$ cat src/rtl/oai211_chk_pkg.sv
// rtl/oai211_chk_pkg.sv - shared types and constants for the OAI211 response checker
package oai211_chk_pkg;

  localparam int IDX_W     = 4;
  localparam int NUM_VEC   = 1 << IDX_W;
  localparam int LOG_DEPTH = 4;
  localparam int ENTRY_W   = IDX_W + 1;

  // Expected ZN per vector index {a,b,c1,c2}; only 13, 14 and 15 drive ZN low.
  localparam logic [NUM_VEC-1:0] EXP_ZN_TABLE = 16'h1FFF;

  typedef enum logic [2:0] {
    ST_IDLE,
    ST_ARMED,
    ST_SETTLE,
    ST_CHECK,
    ST_DONE
  } state_t;

endpackage

$ cat src/rtl/oai211_chk_errlog.sv
// rtl/oai211_chk_errlog.sv - records {zn, idx} of the first four mismatches
module oai211_chk_errlog
  import oai211_chk_pkg::*;
(
  input  logic                           clk,
  input  logic                           rst_n,
  input  logic                           clr,
  input  logic                           wr_en,
  input  logic                           zn,
  input  logic [IDX_W-1:0]               idx,
  output logic [LOG_DEPTH*ENTRY_W-1:0]   err_log,
  output logic [2:0]                     err_log_cnt
);

  // Append one entry per mismatch until the log is full; later mismatches are dropped.
  always_ff @(posedge clk) begin
    if (!rst_n || clr) begin
      err_log     <= '0;
      err_log_cnt <= '0;
    end else if (wr_en && (err_log_cnt != 3'(LOG_DEPTH))) begin
      for (int k = 0; k < LOG_DEPTH; k++) begin
        if (err_log_cnt == 3'(k)) begin
          err_log[k*ENTRY_W +: ENTRY_W] <= {zn, idx};
        end
      end
      err_log_cnt <= err_log_cnt + 3'd1;
    end
  end

endmodule

$ cat config.mk
export PLATFORM = sky130hd
export DESIGN_NAME = oai211_chk_errlog
export DESIGN_NICKNAME = d
export VERILOG_FILES = /design/src/rtl/oai211_chk_pkg.sv /design/src/rtl/oai211_chk_errlog.sv
export SDC_FILE = /design/constraint.sdc
export NUM_CORES = 1
export LEC_CHECK = 0
export CELL_PAD_IN_SITES_DETAIL_PLACEMENT = 1
export CELL_PAD_IN_SITES_GLOBAL_PLACEMENT = 1
export CORE_ASPECT_RATIO = 0.8
export CORE_MARGIN = 10
export CORE_UTILIZATION = 32
export DETAILED_ROUTE_END_ITERATION = 16
export GPL_TIMING_DRIVEN = 0
export PLACE_DENSITY_LB_ADDON = 0.1
export SLEW_MARGIN = 40
export SYNTH_ARGS = -nofsm -noshare
export SYNTH_HDL_FRONTEND = slang
export SYNTH_SLANG_ARGS = --single-unit
$ cat constraint.sdc
create_clock -name clk -period 1.5 [get_ports clk]
set_input_delay 0.375 -clock clk [delete_from_list [all_inputs] [get_ports clk]]
set_output_delay 0.375 -clock clk [all_outputs]
set_load 0.01 [all_outputs]
==> metrics.txt, run 1 <==
result of the run=finished clean; Power Dens Cells=roughly 790 nW/µm²; Post-layout nets=around 150; CTS Sinks=23; IR Drop Worst-Case VDD=around 0.46 mV; total nets after synthesis=roughly 110; TritonCTS clock tree=done; routed via count=roughly 800; sequential area share after synthesis=roughly half; design area=approximately 1300 µm²; number of fillers in the final layout=between 300 and 400; diodes inserted=0; width of the die=79.6 µm; CP Cell Sequence=dlygate4sd2_1; Core ar.=~2700 µm²; Highest Clock Rate=roughly 700 MHz; crit path launch type=flip-flop; wire length of the first global-routing pass=4220 µm; final count of pins violating max slew=0; maximum number of pins on one net before global-route repair=13; routed via count divided by cell count=4.74; number of synthesized register bits=23; count of final hold-check violations=0; worst skew pair latency=0.30 ns; Critical Path Max Stage Delay=roughly 0.4 ns; layout overhead on the synthesized area=40.2%; IO Count=32; Worst Setup End Kind=primary output; share of final-layout standard cells stronger than drive strength 1=approximately a tenth; cell type of the slowest stage on the worst timing path=dfxtp_1; standard-cell rows=17; number of global-route vias before repair=917; Rel. slew slack=roughly 71%; Placed Instance Area=1260 µm²; reported max-cap violation count=0; slew at the pin closest to its max-slew limit=between 0.4 and 0.5 ns; HPWL reported at the end of detailed placement=around 2000 µm; buffering stage count on the worst path with inverters included=1; leakage power total=between 0.6 and 0.7 nW; first-pass iteration count of the detailed router=4; synthesized area per cell=around 9.6 µm²; Worst-path clk slew=around 0.12 ns; worst clock skew on the final layout=about 0.0026 ns; All-Layer GR Usage=roughly 10%; Final setup violation count=0; placed cells=about 160; deepest clock path buffer count=2; Final Wtd Congestion=~0.73; CTS buffer count=3; post-layout util=46.5%; number of hold-repair buffers added at the cts stage=0; DRC violation total after the first TritonRoute iteration=45; Gate Count Post-Synth=95; endpoint required time on the critical path=1.12 ns; cell at the root of the clock tree=clkbuf_4; post-synth design cell area=910 µm²; maximum level of the CTS H-tree=1; die outline area=around 5400 µm²; global route total overflow=0; Die Span Y=around 68 µm; number of cells in the finished layout apart from fillers=between 150 and 200; signal arrival time at the worst endpoint=around 1.0 ns; Worst path top cell family by delay=flip-flops; final worst-path cycle share=between 90% and 100%; Port Buf Inserts=30; number of unique standard cell types used by synthesis=19; Setup CP Type=reg2out; final critical delay including setup and external delays=1.39 ns; type of the tightest min-delay check=in2reg; wire length after detailed routing=between 2000 and 3000 µm; number of antenna violations at the first check in global routing=0; post-route antenna net violation count=0; detail-routed net length per standard cell=14.9 µm; starting density of the core=33.2%; setup repair after global routing missed its margin=no; number of synthesis warnings=0; Design Power=between 0.001 and 0.0015 W; maximum fanout along the worst path=4; number of remaining DRC errors=0
## cells in the mapped netlist
master	count	share of area [%]
dfxtp_1	23	51
nand3_1	16	8.8
o21ai_0	15	8.3
nand2_1	10	4.1
ha_1	5	6.9
mux2i_1	5	5.5
inv_1	4	1.7
buf_4	3	2.5
nand3b_1	3	2.5
nand2b_1	2	1.4
a21boi_4	1	2.1
a21oi_1	1	0.55
buf_2	1	0.55
nand2_4	1	1.2
nor2_1	1	0.41
nor2b_1	1	0.69
o21ai_1	1	0.55
o31ai_1	1	0.83
xnor2_1	1	0.96
## worst paths after layout
kind | depth (start not counted) | start | slack, ns | endpoint
max reg2reg | 5 | err_log_cnt[1] | 0.13 | err_log[17]
min reg2reg | 2 | err_log[19] | 0.47 | err_log[19]
max | 1 | err_log_cnt[1] | 0.11 | err_log_cnt[1]
min | 3 | wr_en | 0.36 | err_log_cnt[2]
## state kept, by name, indices dropped and copies added, names as in the netlist
signal       count
err_log_cnt      3
err_log         20
## per-stage QoR
stage / hold WS (ns) / TNS, ns / setup WS (ns)
after global routing: 0.364 / 0 / 0.0289
after floorplan: 0.483 / 0 / 0.188
final: 0.359 / 0 / 0.113
after detailed placement: 0.463 / -2.22 / -0.139
after CTS: 0.351 / 0 / 0.0788
after global placement: 0.449 / -1.93 / -0.124
## area by class of cell
cell class | instances | area [µm²] | share of cell area (%)
buffer | 4 | 27.5 | 2.16
inverter | 4 | 15.0 | 1.18
sequential | 23 | 465 | 36.5
clock buffer | 4 | 26.3 | 2.06
tap | 38 | 47.5 | 3.73
timing repair buffer | 32 | 287 | 22.5
multi-input combinational | 64 | 407 | 31.9
## cells by family after synthesis
family	count (synthesis)	share of synthesized area (%)
AO/OA/AOI/OAI	19	12.2
XOR/XNOR	1	0.963
adder cells (fa/ha/maj)	5	6.88
buffers and inverters	8	4.68
flip-flops	23	50.6
multiplexers	5	5.50
AND/OR/NAND/NOR	34	19.1
## worst register-to-register path, delay by kind of cell (launching register included)
family	cells	cell delay [ns]
flip-flops	1	0.40
adder cells (fa/ha/maj)	1	0.24
multiplexers	1	0.14
buffers and inverters	1	0.10
AND/OR/NAND/NOR	1	0.13
AO/OA/AOI/OAI	1	0.25
## placed cells by master (no fill, tap or decap)
| master | n |
|---|---|
| buf_4 | 5 |
| o31ai_1 | 1 |
| clkdlybuf4s50_1 | 7 |
| buf_2 | 1 |
| nand3_1 | 16 |
| clkbuf_4 | 3 |
| dfxtp_1 | 21 |
| dfxtp_4 | 1 |
| dfxtp_2 | 1 |
| inv_1 | 4 |
| nor2_1 | 1 |
| clkbuf_1 | 1 |
| o21ai_0 | 15 |
| nand2_4 | 1 |
| a21boi_4 | 1 |
| xnor2_1 | 1 |
| mux2i_1 | 5 |
| nand2b_1 | 2 |
| nand3b_1 | 3 |
| nand2_1 | 10 |
| a21oi_1 | 1 |
| o21ai_1 | 1 |
| dlygate4sd2_1 | 23 |
| ha_1 | 5 |
| nor2b_1 | 1 |
## metal layers
metal / global-route usage, % / part of all wire [%] / routed length, µm
met4: 2.01 / 0.52 / 13
met5: 0 / 0 / 0
met1: 10.8 / 45 / 1120
met3: 5.17 / 7.4 / 187
met2: 17.6 / 47 / 1190
## power by group
group	internal, W	switching [W]	total [W]
Combinational	0.0000477	0.0000526	0.000100
Sequential	0.000617	0.00000565	0.000623
Clock	0.000104	0.000177	0.000280
Total	0.000769	0.000235	0.00100
## what timing repair did
action,in CTS,in global routing
endpoints found under the setup margin,25,0
gates resized for setup,26,0
buffers inserted,2,0
No activity file was read; power rests on OpenSTA's default activity.
==> inputs of run 2 (changes only) <==
Settings changed: CORE_UTILIZATION 32 to 34, GPL_TIMING_DRIVEN 0 to unset.
Clock period 1.5 ns to 1.8 ns, I/O delays scaled along.
==> metrics.txt, run 2 (synthesis results as in run 1) <==
Final setup violation count=0 (unchanged); Post-layout nets=142 (-2.7%); Psw=0.000204 W (-13%); IO Count=32 (unchanged); leading cell type in the layout, fill and taps excluded=clkdlybuf4s50_1; largest register by flop count=err_log; count of final hold-check violations=0 (unchanged); Power Dens Cells=660 nW/µm² (-16%); Setup CP Type=reg2out; Rel. slew slack=69.9% (-1.3 points); Die Span Y=66.3 µm (-2.1%); wire length after detailed routing=2500 µm (-0.32%); HPWL reported at the end of detailed placement=1900 µm (-3.1%); max reg flops=20 (unchanged); routed via count divided by cell count=4.83 (+1.9%); crit path launch type=flip-flop; deepest clock path buffer count=2 (unchanged); routed via count=787 (-1.7%); layout overhead on the synthesized area=41.4%; die outline area=5160 µm² (-4.3%); Worst-path clk slew=0.12 ns (about the same); slew at the pin closest to its max-slew limit=0.450 ns (+0.0200 ns); cell type of the slowest stage on the worst timing path=clkdlybuf4s50_1; cell at the root of the clock tree=clkbuf_4; result of the run=finished clean; All-Layer GR Usage=10.1% (about the same); number of antenna violations at the first check in global routing=0 (unchanged); CTS buffer count=3 (unchanged); Largest regs=err_log x20, err_log_cnt x3; detail-routed net length per standard cell=15.4 µm (+3.4%); starting density of the core=36.3% (+3.2 points); first-pass iteration count of the detailed router=4 (unchanged); number of remaining DRC errors=0 (unchanged); Worst Hold Launch=err_log[19]; type of the tightest min-delay check=reg2reg; Final Wtd Congestion=0.741 (+0.82%); reg-to-reg critical path startpoint=err_log_cnt[1]; clock power share=28.9% (+1.0 points); share of final-layout standard cells stronger than drive strength 1=6.30% (-3.6 points); post-layout util=51.4% (+4.9 points); global route total overflow=0 (unchanged); number of global-route vias before repair=827 (-9.8%); IR Drop Worst-Case VDD=0.599 mV (+29%); buffering stage count on the worst path with inverters included=1 (unchanged); top library cells by usage in the layout, fill and taps aside=31 x clkdlybuf4s50_1, 21 x dfxtp_1, 16 x nand3_1, 15 x o21ai_0, 10 x nand2_1; post-route antenna net violation count=0 (unchanged); DRC violation total after the first TritonRoute iteration=36 (-20%); portion of total power attributed to combinational logic=9.7% (-0.3 points); width of the die=77.8 µm (-2.2%); Port Buf Inserts=31 (+3.3%); endpoint required time on the critical path=1.35 ns (+0.23 ns); Critical Path Start=err_log_cnt[2]; final count of pins violating max slew=0 (unchanged); worst clock skew on the final layout=0.00358 ns (+0.000965 ns); maximum fanout along the worst path=7 (+3); TritonCTS clock tree=done; Internal Power=0.000644 W (-16%); leakage power total=0.487 nW (-20%); Worst path top cell family by delay=buffers and inverters; design area=1290 µm² (+0.88%); number of hold-repair buffers added at the cts stage=0 (unchanged); Placed Instance Area=1260 µm² (unchanged); Highest Clock Rate=approximately 570 MHz; signal arrival time at the worst endpoint=1.30 ns (+0.29 ns); Core ar.=2500 µm² (-8.8%); final worst-path cycle share=a little over nine tenths; final critical delay including setup and external delays=1.75 ns; diodes inserted=0 (unchanged); wire length of the first global-routing pass=4100 µm (-2.8%); maximum level of the CTS H-tree=1 (unchanged); worst skew pair latency=0.32 ns (+0.02 ns); share of power burned in registers=61.4% (-0.7 points); Worst Setup End Kind=primary output; switching part of the total=24.1% (+0.69 points); reported max-cap violation count=0 (unchanged); setup repair after global routing missed its margin=no; CTS Sinks=23 (unchanged); maximum number of pins on one net before global-route repair=27 (+14); CP Cell Sequence=clkdlybuf4s50_1; standard-cell rows=16 (-1); Critical Path Max Stage Delay=0.56 ns (+0.16 ns)
run 2: path summary, 6_finish.rpt:
check                           slack, ns             end  cells after the start
worst max-delay path                 0.05  err_log_cnt[2]                      1
worst min-delay path                 0.47     err_log[19]                      2
worst max register to register       0.44     err_log[15]                      5
worst min register to register       0.47     err_log[19]                      2
run 2: cell type report:
| class | count | area [µm²] |
|---|---|---|
| inverter | 4 | 15.0 |
| fill | 300 | 1220 |
| multi-input combinational | 64 | 407 |
| timing repair buffer | 32 | 330 |
| clock buffer | 4 | 26.3 |
| tap | 36 | 45.0 |
| sequential | 23 | 463 |
run 2: timing repair:
item,in CTS,in global routing
resized for setup,2,0
setup buffers,0,0
setup endpoints to repair,2,0
run 2: layer usage:
layer	global-route usage [%]	wire length (µm)	share of wire (%)
met5	0	0	0
met4	3.41	38	1.5
met3	4.89	169	6.8
met1	11.4	1130	45
met2	16.3	1170	47
run 2: worst register-to-register path, delay by kind of cell (launching register included):
family / cells / cell delay (ns)
AO/OA/AOI/OAI: 1 / 0.25
adder cells (fa/ha/maj): 1 / 0.24
buffers and inverters: 1 / 0.10
flip-flops: 1 / 0.40
multiplexers: 1 / 0.14
AND/OR/NAND/NOR: 1 / 0.13
run 2: stage by stage:
stage | hold slack [ns] | setup TNS [ns] | worst slack, ns | std cells | power (W)
2_1_floorplan | 0.483 | 0 | 0.488 | 95 | 0.000573
3_3_place_gp | 0.446 | 0 | 0.0356 | 159 | 0.000614
3_5_place_dp | 0.456 | -0.0991 | -0.0353 | 159 | 0.000617
4_1_cts | 0.474 | 0 | 0.0302 | 163 | 0.000865
5_1_grt | 0.495 | 0 | 0.0121 | 163 | 0.000884
6_report | 0.467 | 0 | 0.0490 | 163 | 0.000849
run 2: power by group through the flow:
stage | logic [W] | registers (W) | clock network [W]
global route | 0.0000911 | 0.000523 | 0.000270
floorplan | 0.0000383 | 0.000535 | 0
CTS | 0.0000843 | 0.000522 | 0.000259
global placement | 0.0000816 | 0.000533 | 0
finish | 0.0000821 | 0.000521 | 0.000245
detailed placement | 0.0000839 | 0.000533 | 0
